### config.mk
export PLATFORM = sky130hd
export DESIGN_NAME = ser_feed_flat
export DESIGN_NICKNAME = d
export VERILOG_FILES = /design/src/rtl/ser_feed_if.sv /design/src/rtl/ser_feed.sv /design/src/flat_wrapper.sv
export SDC_FILE = /design/constraint.sdc
export NUM_CORES = 1
export LEC_CHECK = 0
export BUFFER_PORTS_ARGS = -buffer_cell sky130_fd_sc_hd__buf_2
export CAP_MARGIN = 25
export CORE_MARGIN = 1.5
export CORE_UTILIZATION = 32
export CTS_BUF_LIST = sky130_fd_sc_hd__clkbuf_4
export DETAILED_ROUTE_END_ITERATION = 8
export PLACE_DENSITY_LB_ADDON = 0.3
export SYNTH_ARGS = -nofsm -noshare
export SYNTH_HDL_FRONTEND = slang
export SYNTH_SLANG_ARGS = --single-unit
export TNS_END_PERCENT = 30
### constraint.sdc
create_clock -name clk -period 2.1 [get_ports clk]
set_input_delay 0.42 -clock clk [delete_from_list [all_inputs] [get_ports clk]]
set_output_delay 0.42 -clock clk [all_outputs]
set_load 0.03 [all_outputs]
### src/rtl/ser_feed_if.sv
// Parallel-word handshake and serial-output bundle for ser_feed.
interface ser_feed_if #(
    parameter int WIDTH = 8
);
    logic [WIDTH-1:0] din;
    logic             din_valid;
    logic             din_ready;
    logic             ser_out;
    logic             ser_valid;
    logic             word_start;
    logic             busy;

    modport master (
        output din, din_valid,
        input  din_ready, ser_out, ser_valid, word_start, busy
    );

    modport slave (
        input  din, din_valid,
        output din_ready, ser_out, ser_valid, word_start, busy
    );
endinterface

### src/rtl/ser_feed.sv
// Word-to-bit serializer with a one-word holding buffer and optional idle gap between words.
// Define SER_FEED_LSB_FIRST_EN to shift LSB first; default is MSB first.
module ser_feed #(
    parameter int WIDTH = 8,
    parameter int GAP   = 0
) (
    input logic        clk,
    input logic        rst,
    ser_feed_if.slave  bus
);
    localparam int BW = $clog2(WIDTH);
    localparam int GW = (GAP > 0) ? $clog2(GAP + 1) : 1;
    localparam logic [BW-1:0] LastBit = BW'(WIDTH - 1);

    localparam logic [1:0] StIdle  = 2'd0;
    localparam logic [1:0] StShift = 2'd1;
    localparam logic [1:0] StGap   = 2'd2;

    logic [1:0]       state_q, state_d;
    logic [WIDTH-1:0] hold_q, hold_d;
    logic             hold_full_q, hold_full_d;
    logic [WIDTH-1:0] sreg_q, sreg_d;
    logic [BW-1:0]    bcnt_q, bcnt_d;
    logic [GW-1:0]    gcnt_q, gcnt_d;
    logic             ser_valid_q, ser_valid_d;
    logic             word_start_q, word_start_d;

    logic [WIDTH-1:0] sreg_shifted;
    logic             cur_bit;
    logic             load_word;

    // sreg is kept all-zero outside SHIFT, so its output bit doubles as ser_out.
`ifdef SER_FEED_LSB_FIRST_EN
    assign sreg_shifted = {1'b0, sreg_q[WIDTH-1:1]};
    assign cur_bit      = sreg_q[0];
`else
    assign sreg_shifted = {sreg_q[WIDTH-2:0], 1'b0};
    assign cur_bit      = sreg_q[WIDTH-1];
`endif

    always_comb begin
        state_d      = state_q;
        hold_d       = hold_q;
        hold_full_d  = hold_full_q;
        sreg_d       = sreg_q;
        bcnt_d       = bcnt_q;
        gcnt_d       = gcnt_q;
        ser_valid_d  = 1'b0;
        word_start_d = 1'b0;
        load_word    = 1'b0;

        if (bus.din_valid && !hold_full_q) begin
            hold_d      = bus.din;
            hold_full_d = 1'b1;
        end

        case (state_q)
            StIdle: begin
                if (hold_full_q) begin
                    load_word = 1'b1;
                end
            end
            StShift: begin
                if (bcnt_q != LastBit) begin
                    sreg_d      = sreg_shifted;
                    bcnt_d      = bcnt_q + BW'(1);
                    ser_valid_d = 1'b1;
                end else begin
                    sreg_d = '0;
                    bcnt_d = '0;
                    if (GAP > 0) begin
                        state_d = StGap;
                        gcnt_d  = GW'(GAP);
                    end else if (hold_full_q) begin
                        load_word = 1'b1;
                    end else begin
                        state_d = StIdle;
                    end
                end
            end
            StGap: begin
                if (gcnt_q <= GW'(1)) begin
                    gcnt_d = '0;
                    if (hold_full_q) begin
                        load_word = 1'b1;
                    end else begin
                        state_d = StIdle;
                    end
                end else begin
                    gcnt_d = gcnt_q - GW'(1);
                end
            end
            default: begin
                state_d = StIdle;
                sreg_d  = '0;
            end
        endcase

        // Never coincides with an accept: accept needs hold empty, load needs it full.
        if (load_word) begin
            state_d      = StShift;
            sreg_d       = hold_q;
            hold_full_d  = 1'b0;
            bcnt_d       = '0;
            ser_valid_d  = 1'b1;
            word_start_d = 1'b1;
        end
    end

    always_ff @(posedge clk or negedge rst) begin
        if (!rst) begin
            state_q      <= StIdle;
            hold_q       <= '0;
            hold_full_q  <= 1'b0;
            sreg_q       <= '0;
            bcnt_q       <= '0;
            gcnt_q       <= '0;
            ser_valid_q  <= 1'b0;
            word_start_q <= 1'b0;
        end else begin
            state_q      <= state_d;
            hold_q       <= hold_d;
            hold_full_q  <= hold_full_d;
            sreg_q       <= sreg_d;
            bcnt_q       <= bcnt_d;
            gcnt_q       <= gcnt_d;
            ser_valid_q  <= ser_valid_d;
            word_start_q <= word_start_d;
        end
    end

    assign bus.din_ready  = !hold_full_q;
    assign bus.ser_out    = cur_bit;
    assign bus.ser_valid  = ser_valid_q;
    assign bus.word_start = word_start_q;
    assign bus.busy       = (state_q != StIdle) || hold_full_q;
endmodule

### src/flat_wrapper.sv
// flat-port wrapper written by rule: the top's interface ports become plain ports
module ser_feed_flat 
#(
    parameter int WIDTH = 8,
    parameter int GAP   = 0
)
  (clk, rst, bus_din, bus_din_valid, bus_din_ready, bus_ser_out, bus_ser_valid, bus_word_start, bus_busy);
  ser_feed_if #(.WIDTH(WIDTH)) bus_i ();
  input logic clk;
  input logic rst;
  input wire logic [$bits(bus_i.din)-1:0] bus_din;
  input wire logic [$bits(bus_i.din_valid)-1:0] bus_din_valid;
  output wire logic [$bits(bus_i.din_ready)-1:0] bus_din_ready;
  output wire logic [$bits(bus_i.ser_out)-1:0] bus_ser_out;
  output wire logic [$bits(bus_i.ser_valid)-1:0] bus_ser_valid;
  output wire logic [$bits(bus_i.word_start)-1:0] bus_word_start;
  output wire logic [$bits(bus_i.busy)-1:0] bus_busy;
  assign bus_i.din = bus_din;
  assign bus_i.din_valid = bus_din_valid;
  assign bus_din_ready = bus_i.din_ready;
  assign bus_ser_out = bus_i.ser_out;
  assign bus_ser_valid = bus_i.ser_valid;
  assign bus_word_start = bus_i.word_start;
  assign bus_busy = bus_i.busy;
  ser_feed #(.WIDTH(WIDTH), .GAP(GAP)) u_core (.clk(clk), .rst(rst), .bus(bus_i));
endmodule
==> results.sh <==
export IMPL_grt_max_degree=24
export IMPL_fin_crit_sh_pct=86.8
export IMPL_initialDrtViolationCount=9
export IMPL_post_cts_resized=0
export IMPL_cts_made_buffers=3
export IMPL_syn_to_final_growth_pct=14.7
export IMPL_grt_pass1_wl_um=3270
export IMPL_worstMarginPinSlew_ns=0.494
export IMPL_design_core_area_sq_um=3100
export IMPL_crit_required_ns=1.68
export IMPL_num_antenna_cells=0
export IMPL_synth_avg_cell_area_sq_um=13.0
export IMPL_htreeDepth=1
export IMPL_busiest_layer="met2"
export IMPL_syn_inst=82
export IMPL_ys_types=21
export IMPL_use_met2_pct=18.6
export IMPL_fin_area_sq_um=1220
export IMPL_finalClockSkew_ns=0.00631
export IMPL_initial_core_util_pct=34.3
export IMPL_synth_warnings=0
export IMPL_slew_viol_final=0
export IMPL_ys_seq_area_share_pct=54.1
export IMPL_netlist_area_sq_um=1060
export IMPL_path_cells="nor2_1 > inv_1 > buf_2"
export IMPL_fin_cells=142
export IMPL_cts_clk_slew_worst_paths_ns=0.12
export IMPL_cap_violations=0
export IMPL_cts_setup_buffers=0
export IMPL_drc=0
export IMPL_antenna_found_initial=0
export IMPL_hold_class="input pin to asynchronous set/reset pin"
export IMPL_cts_tree="built"
export IMPL_place_area_sq_um=1190
export IMPL_gp_congestion=0.694
export IMPL_placed_cells=138
export IMPL_cp_max_fo=11
export IMPL_start_kind="flip-flop"
export IMPL_grt_pass1_vias=732
export IMPL_period_needed_ns=1.82
export IMPL_vias_per_cell=4.85
export IMPL_globalRouteOverflowTotal=0
export IMPL_met1_usage_pct=15.7
export IMPL_end_kind="output port"
export IMPL_clockBufferDepth=2
export IMPL_drtAntennaViolNets=0
export IMPL_crit_arrival_ns=1.40
export IMPL_via_count=689
export IMPL_num_fill_cells=316
export IMPL_setup_viol=0
export IMPL_drive_gt1_share_pct=31.6
export IMPL_setup_slack_ns=0.277
export IMPL_die_x_um=60.7
export IMPL_hold_ws_ns=0.0574
export IMPL_cts_hold_buf=0
export IMPL_slowest_stage="dfrtp_1"
export IMPL_power_leakage_nw=0.574
export IMPL_setup_tns_ns=0
export IMPL_powerDensity_nw_per_um2=1520
export IMPL_path_class="flip-flop to output port"
export IMPL_die_area_sq_um=3680
export IMPL_routedWlPerCell_um=12.6
export IMPL_ys_ff_latch=23
export IMPL_peakVddDrop_v=0.000486
export IMPL_numPortBuffers=15
export IMPL_clkLatencyLatePin_ns=0.30
export IMPL_first_pass_iters=4
export IMPL_post_place_ws_ns=0.467
export IMPL_max_freq_ghz=0.548
export IMPL_cts_root_buf="clkbuf_4"
export IMPL_outcome="finished clean"
export IMPL_rsz0062_at_grt="false"
export IMPL_dieHeight_um=60.7
export IMPL_utilization_pct=39.3
export IMPL_slowest_delay_ns=0.53
export IMPL_grt_usage_pct=12.2
export IMPL_cts_sinks=23
export IMPL_hpwl_um=1280
export IMPL_slew_headroom_pct=67.1
export IMPL_use_met3_pct=2.13
export IMPL_routed_wl_um=1790
export IMPL_rows=20
export IMPL_total_power_mw=1.85
export IMPL_num_io_pins=16
export IMPL_finalNetCount=113
export IMPL_syn_num_nets=96
export IMPL_hold_viol_final=0
[cell type report]
| class | instances | area, sq um | share of cell area [%] |
|---|---|---|---|
| timing repair buffer | 19 | 105 | 8.62 |
| clock buffer | 4 | 30.0 | 2.46 |
| tap | 44 | 55.1 | 4.51 |
| multi-input combinational | 49 | 443 | 36.3 |
| inverter | 3 | 11.3 | 0.923 |
| sequential | 23 | 576 | 47.2 |
[power by group]
part / switching (mW) / leakage (nW) / total (mW) / internal (mW)
combinational: 0.427 / 0.276 / 0.856 / 0.429
clock: 0.125 / 0.0184 / 0.212 / 0.0869
sequential: 0.134 / 0.279 / 0.786 / 0.653
[synth_stat cells]
cell        n  share of area (%)
nor4bb_1    2                1.9
and3b_1     7                5.8
nor2_1      2               0.71
mux2i_1     1               0.94
o22ai_1     2                1.2
inv_1       3                1.1
a32o_1      1               0.94
nor3b_1     7                4.9
and2b_1     1               0.71
mux2_2      8                8.5
nor4b_1     2                1.6
nor2b_1     1               0.59
a211o_1     2                1.6
a21o_1      1               0.71
clkbuf_1    1               0.35
buf_2       6                2.8
a311o_1     7                6.6
dfrtp_1    23                 54
nand2b_1    1               0.59
o2bb2ai_1   1               0.82
ha_1        3                3.5
[worst max-delay path, delay by kind of cell, from the launching register on]
family / cells / cell delay, ns
simple gates: 1 / 0.33
flops: 1 / 0.53
buf+inv: 2 / 0.24
[registers in the layout, summed over array words and instances (netlist names)]
signal,flops
u_core.bus.ser_valid,1
u_core.sreg_q,8
u_core.hold_full_q,1
u_core.bcnt_q,3
u_core.state_q,1
u_core.bus.word_start,1
u_core.hold_q,8
[final timing paths]
kind	start	endpoint	slack (ns)	cells after the start
setup / recovery	u_core.hold_full_q	bus_busy	0.28	3
hold / removal	rst	u_core.bcnt_q[1]	0.06	1
setup reg to reg	u_core.bcnt_q[0]	u_core.sreg_q[4]	0.46	4
hold reg to reg	u_core.sreg_q[0]	u_core.sreg_q[0]	0.50	1
max in group asynchronous	rst	u_core.sreg_q[4]	1.70	1
min in group clk	bus_din[1]	u_core.hold_q[1]	0.34	2
[layer usage]
metal | vias to the layer above | part of all wire (%) | routed length, um
li1 | 340 | - | -
met5 | - | 0 | 0
met2 | 14 | 47 | 844
met1 | 331 | 47 | 846
met4 | 0 | 2.9 | 51
met3 | 4 | 2.5 | 45
[logic make-up (layout without fill, tap and decap cells)]
family          count (synthesis)  count (layout)  synth area share, %
mux                             9               9                 9.41
buf+inv                        10              26                 4.23
compound gates                 14              14                 11.9
fa+ha+maj                       3               3                 3.53
simple gates                   23              23                 16.8
flops                          23              23                 54.1
[layout by cell type, fill, tap and decap left out, drive strengths merged]
cell type / instances
a211o: 2
a21o: 1
a311o: 7
a32o: 1
and2b: 1
and3b: 7
buf: 19
clkbuf: 4
dfrtp: 23
ha: 3
inv: 3
mux2: 8
mux2i: 1
nand2b: 1
nor2: 2
nor2b: 1
nor3b: 7
nor4b: 2
nor4bb: 2
o22ai: 2
o2bb2ai: 1
Note: power is estimated with default switching activity, not from simulation.
